`config.mk`:
```
export PLATFORM = sky130hd
export DESIGN_NAME = imem_fetch_ctrl
export DESIGN_NICKNAME = d
export VERILOG_FILES = /design/src/rtl/imem_fetch_ctrl.sv
export SDC_FILE = /design/constraint.sdc
export NUM_CORES = 1
export LEC_CHECK = 0
export ABC_AREA = 1
export CORE_ASPECT_RATIO = 1.75
export CORE_UTILIZATION = 54
export CTS_CLUSTER_DIAMETER = 80
export DETAILED_ROUTE_END_ITERATION = 8
export PLACE_DENSITY_LB_ADDON = 0.12
export SLEW_MARGIN = 30
export SYNTH_ARGS = -nofsm -noshare
export SYNTH_HDL_FRONTEND = slang
export SYNTH_SLANG_ARGS = --single-unit
```
`constraint.sdc`:
```
create_clock -name clk -period 13.25 [get_ports clk]
set_input_delay 1.9875 -clock clk [delete_from_list [all_inputs] [get_ports clk]]
set_output_delay 1.9875 -clock clk [all_outputs]
set_load 0.05 [all_outputs]
```
`src/rtl/imem_fetch_ctrl.sv`:
```
// Instruction fetch sequencer: owns the fetch PC, prefetches ROM words into a small queue, handles redirects and address faults.
// First word is valid two edges after reset release and one edge after a redirect; fetch stalls while the queue is full and decode holds off.
module imem_fetch_ctrl #(
  parameter int                    DATA_WIDTH   = 32,
  parameter int                    MEMORY_DEPTH = 256,
  parameter logic [DATA_WIDTH-1:0] BASE_ADDR    = 32'h0040_0000,
  parameter int                    QUEUE_DEPTH  = 2
) (
  input  logic                  clk,
  input  logic                  reset,
  output logic [DATA_WIDTH-1:0] mem_address_o,
  input  logic [DATA_WIDTH-1:0] mem_instruction_i,
  input  logic                  redirect_i,
  input  logic [DATA_WIDTH-1:0] redirect_pc_i,
  input  logic                  ir_ready_i,
  output logic                  ir_valid_o,
  output logic [DATA_WIDTH-1:0] instruction_o,
  output logic [DATA_WIDTH-1:0] pc_o,
  output logic [DATA_WIDTH-1:0] pc_plus4_o,
  output logic                  fault_o,
  output logic [DATA_WIDTH-1:0] fault_pc_o,
  output logic [31:0]           retired_count_o
);

  localparam int PW = (QUEUE_DEPTH > 1) ? $clog2(QUEUE_DEPTH) : 1;
  localparam int CW = PW + 1;
  // One bit wider so the end-of-ROM bound cannot overflow.
  localparam logic [DATA_WIDTH:0] LIMIT = {1'b0, BASE_ADDR} + (DATA_WIDTH+1)'(4 * MEMORY_DEPTH);

  typedef enum logic [1:0] {S_IDLE, S_RUN, S_FAULT} state_t;

  state_t                state_q, state_nxt;
  logic [DATA_WIDTH-1:0] fetch_pc;
  logic [DATA_WIDTH-1:0] q_pc  [QUEUE_DEPTH];
  logic [DATA_WIDTH-1:0] q_ins [QUEUE_DEPTH];
  logic [PW-1:0]         head, tail;
  logic [CW-1:0]         count;

  logic pop, push, flush, load_pc, raise_fault, clear_fault, illegal;

  assign illegal = (fetch_pc[1:0] != 2'b00) || (fetch_pc < BASE_ADDR) ||
                   ({1'b0, fetch_pc} >= LIMIT);
  assign pop     = ir_valid_o && ir_ready_i && !redirect_i;

  always_ff @(posedge clk or posedge reset) begin
    if (reset) state_q <= S_IDLE;
    else       state_q <= state_nxt;
  end

  always_comb begin
    state_nxt   = state_q;
    push        = 1'b0;
    flush       = 1'b0;
    load_pc     = 1'b0;
    raise_fault = 1'b0;
    clear_fault = 1'b0;
    case (state_q)
      S_IDLE: state_nxt = S_RUN;
      S_RUN: begin
        if (redirect_i) begin
          flush   = 1'b1;
          load_pc = 1'b1;
        end else if (illegal) begin
          raise_fault = 1'b1;
          state_nxt   = S_FAULT;
        end else if ((count < CW'(QUEUE_DEPTH)) || pop) begin
          push = 1'b1;
        end
      end
      S_FAULT: begin
        if (redirect_i) begin
          flush       = 1'b1;
          load_pc     = 1'b1;
          clear_fault = 1'b1;
          state_nxt   = S_RUN;
        end
      end
      default: state_nxt = S_IDLE;
    endcase
  end

  always_ff @(posedge clk or posedge reset) begin
    if (reset) begin
      fetch_pc        <= BASE_ADDR;
      head            <= '0;
      tail            <= '0;
      count           <= '0;
      fault_o         <= 1'b0;
      fault_pc_o      <= '0;
      retired_count_o <= '0;
      for (int i = 0; i < QUEUE_DEPTH; i++) begin
        q_pc[i]  <= '0;
        q_ins[i] <= '0;
      end
    end else begin
      if (load_pc)   fetch_pc <= redirect_pc_i;
      else if (push) fetch_pc <= fetch_pc + DATA_WIDTH'(4);

      if (flush) begin
        head  <= '0;
        tail  <= '0;
        count <= '0;
      end else begin
        if (push) begin
          q_pc[tail]  <= fetch_pc;
          q_ins[tail] <= mem_instruction_i;
          tail        <= tail + PW'(1);
        end
        if (pop) head <= head + PW'(1);
        case ({push, pop})
          2'b10:   count <= count + CW'(1);
          2'b01:   count <= count - CW'(1);
          default: count <= count;
        endcase
      end

      if (pop) retired_count_o <= retired_count_o + 32'd1;

      if (raise_fault) begin
        fault_o    <= 1'b1;
        fault_pc_o <= fetch_pc;
      end else if (clear_fault) begin
        fault_o <= 1'b0;
      end
    end
  end

  assign mem_address_o = fetch_pc;
  assign ir_valid_o    = (count != '0);
  assign instruction_o = q_ins[head];
  assign pc_o          = q_pc[head];
  assign pc_plus4_o    = q_pc[head] + DATA_WIDTH'(4);

endmodule

```
# --- Yosys cells after proc, flatten, opt, wreduce, memory -nomap -nowiden ---
# Index checks and enable logic that the tools add are counted.
op_classes:
  addsub: 7
  order_cmp: 6
  eq_ne: 7
  n_mux: 34
  bitwise: 3
  reduce_logical: 17
ops:
  columns: ["op", "n"]
  rows:
  - ["$mux W32", 9]
  - ["$bwmux W64", 2]
  - ["$add A32 B3 Y32 const B", 2]
  - ["$add A32 B1 Y32 const B", 1]
  - ["$demux W32 S1", 1]
  - ["$ge A32 B23 Y1 const B", 1]
  - ["$lt A32 B23 Y1 const B", 1]
  - ["$mux W1", 16]
  - ["$reduce_bool A2 Y1", 5]
  - ["$mux W2", 4]
  - ["$ne A2 B2 Y1 const B", 3]
  - ["$pmux W2 S3", 1]
  - ["$eq A2 B1 Y1 const B", 2]
  - ["$eq A2 B2 Y1 const B", 2]
  - ["$ge A2 B2 Y1 const B", 2]
  - ["$not A1 Y2", 2]
  - ["$pmux W2 S2", 1]
  - ["$logic_and A1 B1 Y1", 3]
  - ["$logic_or A1 B1 Y1", 3]
  - ["$reduce_and A3 Y1", 1]
  - ["$reduce_bool A3 Y1", 1]
  - ["$add A1 B1 Y1 const B", 2]
  - ["$add A2 B1 Y2 const B", 1]
  - ["$logic_not A2 Y1", 1]
  - ["7 further kinds", 7]
totals:
  ff_bits: 231
  wordCells: 86

# --- Longest topological paths before layout ---
# Gate-level depths: netlist (run 1).
depth:
  depth_word: 11
  mapped_depth: 13
  mapped_depth_nobuf: 12

# --- Least setup slack after synthesis (run 1) ---
# No wires, ideal clock.
synth_timing:
  path_type: "reg2out"
  start: "register head"
  end: "output pc_plus4_o[24]"
  t_arrival_ns: 3.204
  setup_slack_ns: 8.058
  path_stages_with_launch: 12
  cell_sequence: "dfrtp_1 > buf_6 > buf_6 > o21ai_2 > inv_1 > ha_1 > nand2_1 > nor2_2 > nand3_1 > inv_1 > nand3_1 > xor2_1"
synth_between:
  elab_chain_cells: 5
synth_lines:
  columns: ["item", "line_no", "rtl"]
  rows:
  - ["from (decl)", "36", "logic [PW-1:0] head, tail;"]
  - ["from (signal assigned)", "109", "if (pop) head <= head + PW'(1);"]
  - ["$not A1 Y2", null, null]
  - ["$mux W32 (3 in series)", null, null]
  - ["net pc_o[2]", "18", "output logic [DATA_WIDTH-1:0] pc_o,"]
  - ["$add A32 B3 Y32", "132", "assign pc_plus4_o = q_pc[head] + DATA_WIDTH'(4);"]
  - ["to (decl)", "19", "output logic [DATA_WIDTH-1:0] pc_plus4_o,"]
# The timed path passes the listed nets, and every way through them passes these cells. The select of a mux whose other input is x is not followed.

# --- Worst setup path in the final report (run 1) ---
layout_timing:
  start: "register head"
  end: "output pc_plus4_o[31]"
layout_between:
  elab_chain_cells: 5
layout_lines:
  columns: ["item", "line_no"]
  rows:
  - ["$not A1 Y2 (implied by the code)", "132"]
  - ["$mux W32 (implied by the code) (3 in series)", "132"]
  - ["$add A32 B3 Y32", "132"]
# No other way between the ends. The select of a mux whose other input is x is not followed.

==> impl_metrics.csv, run 1 <==
group,metric,value,unit
run_status,outcome,"finished clean",
timing,timing.hold.ws,460.3,ps
timing,finalHoldViolations,0,
grt,grt_usage,27.77,%
yosys,syn_avg_cell_area,8.055,sq um
drt,drtIter0Drc,525,
worst_setup_path,rrSetupSlack,10400,ps
final_layout,syn_to_final_growth,29.94,%
grt,grt_pass1_vias,9605,
worst_setup_path,start_kind,"register",
yosys,yosysWarningCount,0,
drt,wirelength,29450,um
yosys,syn_nets,1468,
die,core_area,20290,sq um
yosys,synth_edf_count,0,
cts,clock_latency,500,ps
worst_hold_path,whs_endpoint,"q_pc[22]",
cts,postCtsSetupRepairBufs,0,
final_layout,layout_common_cells,"nand2_1, clkdlybuf4s50_1, dfrtp_1",
cts,postCtsHoldBufs,0,
yosys,yosys.area.top_type,"dfrtp_1",
run,cap_violations,0,
worst_setup_path,worstPathArrival,3940,ps
worst_setup_path,worst-endpoint-required,11260,ps
worst_setup_path,worstReg2RegEnd,"q_ins[34]",
grt,grt_overflow,0,
timing,drv_slew,0,
die,pin_count,262,
drt,met2WireLength,15630,um
worst_setup_path,r2r_start,"state_q[1]",
place,io_buffers,261,
timing,finalSetupViolations,0,
cts,postCtsResizedCells,0,
drt,highest-signal-layer,"met4",
cts,cts_tree,"yes",
timing,tns,0,ps
worst_hold_path,min_path_cells,2,
drt,post_drt_wl_per_cell,15.57,um
yosys,synth-async-reset-ratio,100.0,%
timing,fmax,0.1687,GHz
die,die_w,110.9,um
yosys,netlist.area_leader.share,51.37,%
yosys,synth_area,11200,sq um
grt,grt_pass1_wl,47550,um
die,initial_core_util,55.23,%
worst_setup_path,worstSetupPathType,"register to output pin",
cts,clkTransAtPathRegs,70,ps
worst_setup_path,reg2reg_depth,8,
timing,relSlewSlack,41.89,%
worst_hold_path,hp-start,"q_pc[22]",
timing,tightest_slew,870.3,ps
yosys,synthCells,1391,
drt,via_per_inst,5.095,
cts,h-tree-depth,1,
cts,cts_sinks,231,
power,p_leak,7.161,nW
drt,drc_errors,0,
timing,fin_crit,5927,ps
worst_hold_path,hold_class,"register to register",
power,powerDensity,232.5,nW/um^2
yosys,synth.area.top_cells,"dfrtp_1, nand2_1, inv_1, o21ai_0, nor2_1",
drt,vias,9635,
drt,route.met3.wl,1533,um
place,dpl.hpwl,21270,um
yosys,netlist-cell-type-count,44,
final_layout,final_common_cell,"nand2_1",
place,place_congestion,1.003,
drt,firstDrtPassIters,5,
timing,rsz0062_at_grt,"no",
drt,wl_met1,11070,um
final_layout,nFillCells,1646,
drt,ant_nets,0,
die,die_y,192.6,um
timing,skew,13.44,ps
timing,min_period_over_period,44.73,%
cts,cts_root_buf,"clkbuf_16",
final_layout,nNetsFinal,1704,
worst_setup_path,cp_max_fo,76,
grt,antenna_found_initial,0,
final_layout,drive_gt1_share,6.334,%
yosys,ys_seq_elements,231,
grt,grt_max_degree,82,
yosys,yosysSeqAreaShare,51.60,%
cts,numCtsBuffers,21,
power,vdd_drop_max,0.1769,mV
worst_setup_path,cp-end-kind,"output pin",
cts,clock_tree.buffer_depth,3,
die,die-area,21350,sq um
die,rows,69,
yosys,synth_top_flop_cell,"dfrtp_1",
## cell type report
type,count,area (sq um),share of cell area [%]
well taps,248,310.3,2.131
flip-flops and latches,231,5786,39.74
clock inverters,8,73.82,0.5070
diodes,1,2.502,0.01719
inverters,204,775.7,5.328
multi-input cells,903,4354,29.91
clock buffers,30,599.3,4.117
repair buffers,266,2658,18.25
## Yosys cell counts, types with 9 or more instances
| master | n |
|---|---|
| nor2_2 | 15 |
| dfrtp_1 | 230 |
| nor2_1 | 127 |
| o21ai_1 | 12 |
| buf_2 | 17 |
| nor3_1 | 11 |
| o21ai_2 | 14 |
| xor2_1 | 38 |
| nand3_1 | 39 |
| nand4_1 | 12 |
| ha_1 | 9 |
| nand2_1 | 435 |
| o21ai_0 | 138 |
| xnor2_1 | 11 |
| clkbuf_1 | 20 |
| inv_1 | 195 |
## kinds of logic after synthesis
| logic type | share of synthesized area [%] |
|---|---|
| buffers and inverters | 9.581 |
| xor gates and xnor gates | 3.975 |
| AOI/OAI and AO/OA | 8.788 |
| and+or+nand+nor | 24.96 |
| adders and majority gates | 1.005 |
| DFF | 51.60 |
| muxes | 0.08934 |
## critical path, cell delays in order, from the launching register on
cell,delay (ps)
dfrtp_4,850
buf_4,650
nand2_1,100
o21ai_1,170
inv_1,110
nor2_2,140
nand2_1,110
nor2_2,110
inv_1,40
nor2_1,180
nand3_1,90
nand2_1,70
clkdlybuf4s50_1,800
## sequential cells by signal, summed over array words and instances (netlist names)
register,cells
q_ins,64
state_q,2
head,1
mem_address_o,32
fault_pc_o,32
tail,1
fault_o,1
retired_count_o,32
count,2
q_pc,64
## power breakdown
part | internal (mW) | switching (mW) | leakage, nW
sequential | 0.816 | 0.120 | 2.64
combinational | 0.553 | 1.30 | 4.19
clock | 0.336 | 0.260 | 0.328
total | 1.71 | 1.68 | 7.16
## worst max path at each step
stage	from	endpoint	slack, ps	cells after the start
4_1_cts	head	pc_plus4_o[31]	7280	10
5_1_grt	head	pc_plus4_o[31]	7010	10
2_1_floorplan	reset	count[0]	4930	1
6_report	head	pc_plus4_o[31]	7320	12
3_5_place_dp	head	pc_plus4_o[31]	7820	10
3_3_place_gp	head	pc_plus4_o[31]	7860	10
## metrics by stage
stage / utilization (%) / total power [mW] / std cells / instance area (sq um) / worst slack [ps]
after floorplan: - / 2.202 / 1391 / 11200 / 4931
after global placement: 68.36 / 2.787 / 1852 / 13870 / 7862
after detailed placement: 68.37 / 2.804 / 1852 / 13870 / 7821
after CTS: 71.69 / 3.408 / 1890 / 14540 / 7277
after global routing: 71.75 / 3.545 / 1890 / 14560 / 7006
final: 71.76 / 3.385 / 1891 / 14560 / 7323
## routing by layer
metal,vias to the layer above,global-route usage [%]
met5,-,0
met1,4570,31.21
li1,4721,-
met3,75,5.465
met2,269,50.86
met4,0,12.21
Note: power is estimated with default switching activity, not from simulation.
==> inputs of run 2 (changes only) <==
- CORE_UTILIZATION: 54 -> 46
- clock period: 13.25 -> 5 ns (I/O delays scaled with it)
==> run 2 against run 1 <==
Against the previous run:
- worst hold slack better by 11 ps
- cell count up 3.4%
- non-clock buffer count up 2
- routed wire length about the same
- clock-buffer cell count unchanged
- combinational power rose to 2.6 times the previous value
- sequential power rose to 2.7 times the previous value
- cell area up 1.5%
==> impl_metrics.csv, run 2 (synthesized netlist as in run 1, its figures left out) <==
group,metric,value,unit
cts,postCtsResizedCells,0,
timing,relSlewSlack,41.68,%
drt,post_drt_wl_per_cell,15.06,um
drt,drc_errors,0,
timing,tightest_slew,873.5,ps
worst_setup_path,worstSetupPathType,"register to output pin",
die,pin_count,262,
drt,drtIter0Drc,504,
final_layout,antenna_cells,0,
worst_hold_path,hp-start,"q_ins[29]",
worst_setup_path,cp_max_fo,71,
power,p_comb_share,53.1,%
final_layout,drive_gt1_share,6.735,%
die,initial_core_util,46.82,%
final_layout,multiInputGateArea,4349,sq um
grt,gr-usage-met2,43.68,%
final_layout,layout_common_cells,"nand2_1, clkdlybuf4s50_1, dfrtp_1",
cts,clock_latency,520,ps
worst_setup_path,worstPathArrival,3830,ps
drt,ant_nets,0,
final_layout,top_regs,"q_ins: 64 flops, q_pc: 64 flops",
grt,met3_usage,4.907,%
die,die_y,208.5,um
timing,finalSetupViolations,0,
grt,grt_pass1_wl,47670,um
cts,cts_root_buf,"clkbuf_16",
worst_setup_path,r2r_start,"state_q[0]",
drt,via_per_inst,4.849,
worst_setup_path,critPathBufInv,2,
cts,cts_tree,"yes",
drt,vias,9484,
grt,grt_pass1_vias,9321,
worst_setup_path,worstReg2RegEnd,"mem_address_o[3]",
grt,grt_usage,23.95,%
worst_hold_path,min_path_cells,2,
worst_setup_path,rrSetupSlack,2140,ps
place,place_congestion,0.8986,
power,finalPower,9.172,mW
worst_setup_path,crit_slowest_cell,"dfrtp_4",
timing,drv_slew,0,
cts,clkTransAtPathRegs,70,ps
worst_setup_path,cp_common_cell,"nor2_2",
run,cap_violations,0,
timing,fmax,0.2185,GHz
grt,use_met1,27.06,%
power,internal_power,4.686,mW
die,die-area,25010,sq um
timing,skew,23.31,ps
worst_setup_path,cp_top_family,"buffers and inverters",
final_layout,syn_to_final_growth,31.83,%
power,clkPwrFrac,19.7,%
worst_setup_path,path_cells,"o21ai_2, inv_1, ha_1, nand2_1, nor2_2, nand3_1, nor2_2, xor2_1, clkdlybuf4s50_1",
place,io_buffers,261,
timing,fin_crit,4576,ps
cts,clock_tree.buffer_depth,3,
die,die_w,120.0,um
power,swShare,48.92,%
timing,finalHoldViolations,0,
timing,rsz0062_at_grt,"no",
place,dpl.hpwl,20910,um
run_status,outcome,"finished clean",
worst_setup_path,start_kind,"register",
cts,postCtsSetupRepairBufs,0,
power,p_leak,7.212,nW
cts,numCtsBuffers,23,
worst_hold_path,whs_endpoint,"q_ins[29]",
worst_hold_path,hold_class,"register to register",
worst_setup_path,worst-endpoint-required,4250,ps
final_layout,nFillCells,2154,
power,power.net_switching,4.487,mW
die,rows,75,
drt,wirelength,29460,um
final_layout,final_common_cell,"nand2_1",
grt,grt_busiest_layer,"met2",
grt,grt_max_degree,129,
power,seq_power_share,27.1,%
final_layout,nNetsFinal,1708,
worst_setup_path,reg2reg_depth,7,
timing,tns,0,ps
power,powerDensity,621.0,nW/um^2
timing,min_period_over_period,91.52,%
power,vdd_drop_max,0.5756,mV
grt,grt_overflow,0,
die,core_area,23930,sq um
final_layout,regArea,5786,sq um
worst_setup_path,cp-end-kind,"output pin",
cts,postCtsHoldBufs,0,
cts,cts_sinks,231,
cts,h-tree-depth,1,
worst_setup_path,slowest_delay,910,ps
drt,firstDrtPassIters,5,
grt,antenna_found_initial,0,
==> run 2: changes by cell type in the layout (fill, tap and decap cells not counted), sizes merged <==
cell    previous run  this run
clkinv             5         8
buf                5         7
bufinv             1         3
diode              1         0
inv              204       203
==> run 2: per-stage QoR <==
stage	utilization, %	cells	hold slack [ps]	setup WS, ps	cell area [sq um]
2_1_floorplan	-	1391	422.4	1046	11210
3_3_place_gp	58.42	1914	437.8	1020	13980
3_5_place_dp	58.43	1914	457.6	961.1	13980
4_1_cts	61.73	1956	473.1	387.7	14770
5_1_grt	61.73	1956	483.9	164.2	14770
6_report	61.73	1956	471.2	424.2	14770
==> run 2: cell type report <==
type | count | area share [%]
Clock inverter | 12 | 1.059
Timing Repair Buffer | 268 | 18.21
Multi-Input combinational cell | 903 | 29.45
Sequential cell | 231 | 39.17
Clock buffer | 30 | 4.278
Inverter | 204 | 5.227
Tap cell | 308 | 2.609
==> run 2: power by group through the flow <==
stage	logic (mW)	clock network (mW)	registers, mW
detailed placement	4.90	0	2.51
global route	5.16	1.93	2.53
global placement	4.87	0	2.51
CTS	4.91	1.86	2.49
finish	4.87	1.81	2.49
floorplan	2.52	0	3.31
==> run 2: worst max-delay path by stage <==
stage	from	to	slack, ps	depth (start not counted)
after floorplan	head	pc_plus4_o[24]	1050	11
after global placement	head	pc_plus4_o[12]	1020	9
after CTS	head	pc_plus4_o[12]	390	9
final	head	pc_plus4_o[12]	420	9
after detailed placement	head	pc_plus4_o[12]	960	9
after global routing	head	pc_plus4_o[12]	160	9
==> run 2: metal layers <==
layer	routed length [um]	part of all wire, %	vias up
li1	-	-	4733
met1	11300	38	4489
met2	15690	53	218
met3	1602	5.4	44
met4	870	3.0	0
met5	0	0	-
==> run 2: worst min-delay path, stage by stage (launching register included) <==
cell and delay, ps:
dfrtp_1 340, nand2_1 50, nand2_1 40
==> inputs of run 3 (changes only) <==
- CORE_UTILIZATION: 46 -> 58
- DONT_BUFFER_PORTS: unset -> 1
- HOLD_SLACK_MARGIN: unset -> 0.06
==> run 3 against run 2 <==
Against the previous run:
- combinational power fell by 39%
- first-iteration DRC count is 3.4% lower
- routed wire length is 9.6% lower
- register-to-register slack worse by 200 ps
- global-route usage increased by 3.5 points
- setup slack worse by 44 ps
- critical endpoint is now pc_plus4_o[30]
- worst hold slack got worse by 280 ps
- fmax fell by 0.96%
- sequential share of layout area up 8.0 points
- flip-flop and latch count unchanged
- sequential power increased by 39%
==> impl_metrics.csv, run 3 (synthesized netlist as in run 1, its figures left out) <==
group,metric,value,unit
run_status,outcome,"finished clean",
die,rows,66,
timing,min_period_over_period,92.40,%
final_layout,final_common_cell,"nand2_1",
place,io_buffers,0,
die,die_w,107.1,um
power,seq_power_share,42.7,%
worst_setup_path,cp-end-kind,"output pin",
cts,clock_latency,500,ps
cts,postCtsHoldBufs,0,
grt,grt_usage,27.50,%
worst_setup_path,worstSetupPathType,"register to output pin",
final_layout,nNetsFinal,1471,
drt,drtIter0Drc,487,
power,clkPwrFrac,20.7,%
place,dpl.hpwl,19340,um
cts,h-tree-depth,1,
timing,relSlewSlack,31.04,%
power,p_leak,6.314,nW
final_layout,layout_common_cells,"nand2_1, dfrtp_1, inv_1",
drt,firstDrtPassIters,5,
power,swShare,53.23,%
die,die_y,185.9,um
timing,tns,0,ps
grt,grt_overflow,0,
timing,rsz0062_at_grt,"no",
final_layout,top_regs,"q_ins: 64 flops, q_pc: 64 flops",
die,initial_core_util,59.77,%
die,pin_count,262,
final_layout,syn_to_final_growth,9.581,%
drt,vias,8667,
die,core_area,18750,sq um
power,vdd_drop_max,0.4987,mV
worst_setup_path,worstPathArrival,3870,ps
timing,tightest_slew,1028,ps
timing,finalHoldViolations,0,
grt,grt_pass1_wl,43030,um
timing,fmax,0.2165,GHz
worst_setup_path,r2r_start,"mem_address_o[22]",
worst_setup_path,setup.worst_path.end,"pc_plus4_o[30]",
final_layout,drive_gt1_share,10.65,%
drt,wirelength,26620,um
worst_setup_path,worst-endpoint-required,4250,ps
worst_setup_path,crit_start,"head",
cts,cts_root_buf,"clkbuf_16",
drt,drc_errors,0,
power,power.net_switching,4.317,mW
cts,clock_tree.buffer_depth,3,
power,p_comb_share,36.6,%
worst_setup_path,worstReg2RegEnd,"q_ins[52]",
cts,postCtsSetupRepairBufs,0,
worst_setup_path,start_kind,"register",
cts,numCtsBuffers,21,
final_layout,antenna_cells,0,
cts,cts_sinks,231,
die,die-area,19900,sq um
cts,cts_tree,"yes",
grt,antenna_found_initial,0,
grt,grt_pass1_vias,8492,
timing,drv_slew,0,
timing,finalSetupViolations,0,
power,powerDensity,660.5,nW/um^2
timing,skew,11.84,ps
run,cap_violations,0,
worst_setup_path,rrSetupSlack,1940,ps
cts,clkTransAtPathRegs,60,ps
worst_setup_path,reg2reg_depth,8,
worst_setup_path,cp_max_fo,64,
final_layout,fin_area,12280,sq um
cts,postCtsResizedCells,0,
drt,ant_nets,0,
timing,fin_crit,4620,ps
place,placed_area,11540,sq um
power,internal_power,3.793,mW
drt,via_per_inst,5.265,
place,place_congestion,0.9390,
drt,post_drt_wl_per_cell,16.17,um
worst_hold_path,hold_class,"input port to async pin",
grt,grt_max_degree,134,
run 3: cell count changes in the layout (fill, tap and decap cells not counted), moves of 2 or more:
cell	change
buf_4	+26
clkbuf_16	-2
o21ai_2	+13
o21ai_0	-33
clkdlybuf4s50_1	-261
o21ai_1	+18
o21ai_4	+2
clkbuf_1	-3
run 3: final cells by class:
cell class | count | area [sq um]
inverters | 204 | 772.0
multi-input cells | 903 | 4425
fillers | 1660 | 6467
clock inverters | 11 | 140.1
repair buffers | 33 | 272.8
clock buffers | 26 | 584.3
flip-flops and latches | 231 | 5786
well taps | 238 | 297.8
run 3: metrics by stage:
step	hold WS [ps]	worst slack [ps]	power (mW)	util (%)	cells
finish	192.2	380.1	8.109	65.50	1646
global route	217.7	128.0	8.516	65.50	1646
detailed placement	443.5	874.0	6.482	61.57	1609
CTS	196.0	340.3	8.165	65.44	1646
floorplan	422.4	1046	5.835	-	1391
global placement	437.3	963.8	6.412	61.15	1608
run 3: routing by layer:
layer  global-route usage [%]  vias up  share of wire [%]
li1                         -     4265                  -
met5                        0        -                  0
met3                    6.338       55                6.5
met2                    49.39      268                 53
met1                    31.44     4079                 37
met4                    10.63        0                3.5
run 3: worst min path at each step:
stage,cells after the start,startpoint,end
5_1_grt,1,reset,q_ins[32]
3_5_place_dp,2,q_pc[22],q_pc[22]
3_3_place_gp,2,q_pc[22],q_pc[22]
2_1_floorplan,2,q_pc[22],q_pc[22]
6_report,1,reset,q_ins[32]
4_1_cts,1,reset,q_ins[0]
run 3: critical path, cell delays in order (launching register included):
cell and delay (ps):
dfrtp_4 900, o21ai_2 410, inv_1 540, ha_1 300, nand2_1 80, nor2_2 210, inv_1 130, nor3_4 250
nand3_1 110, nand2_1 400
run 3: power by group through the flow:
stage / registers, mW / clock network [mW] / logic, mW
after detailed placement: 3.50 / 0 / 2.98
after CTS: 3.46 / 1.71 / 2.99
after global routing: 3.51 / 1.78 / 3.22
final: 3.46 / 1.68 / 2.97
after floorplan: 3.31 / 0 / 2.52
after global placement: 3.49 / 0 / 2.92
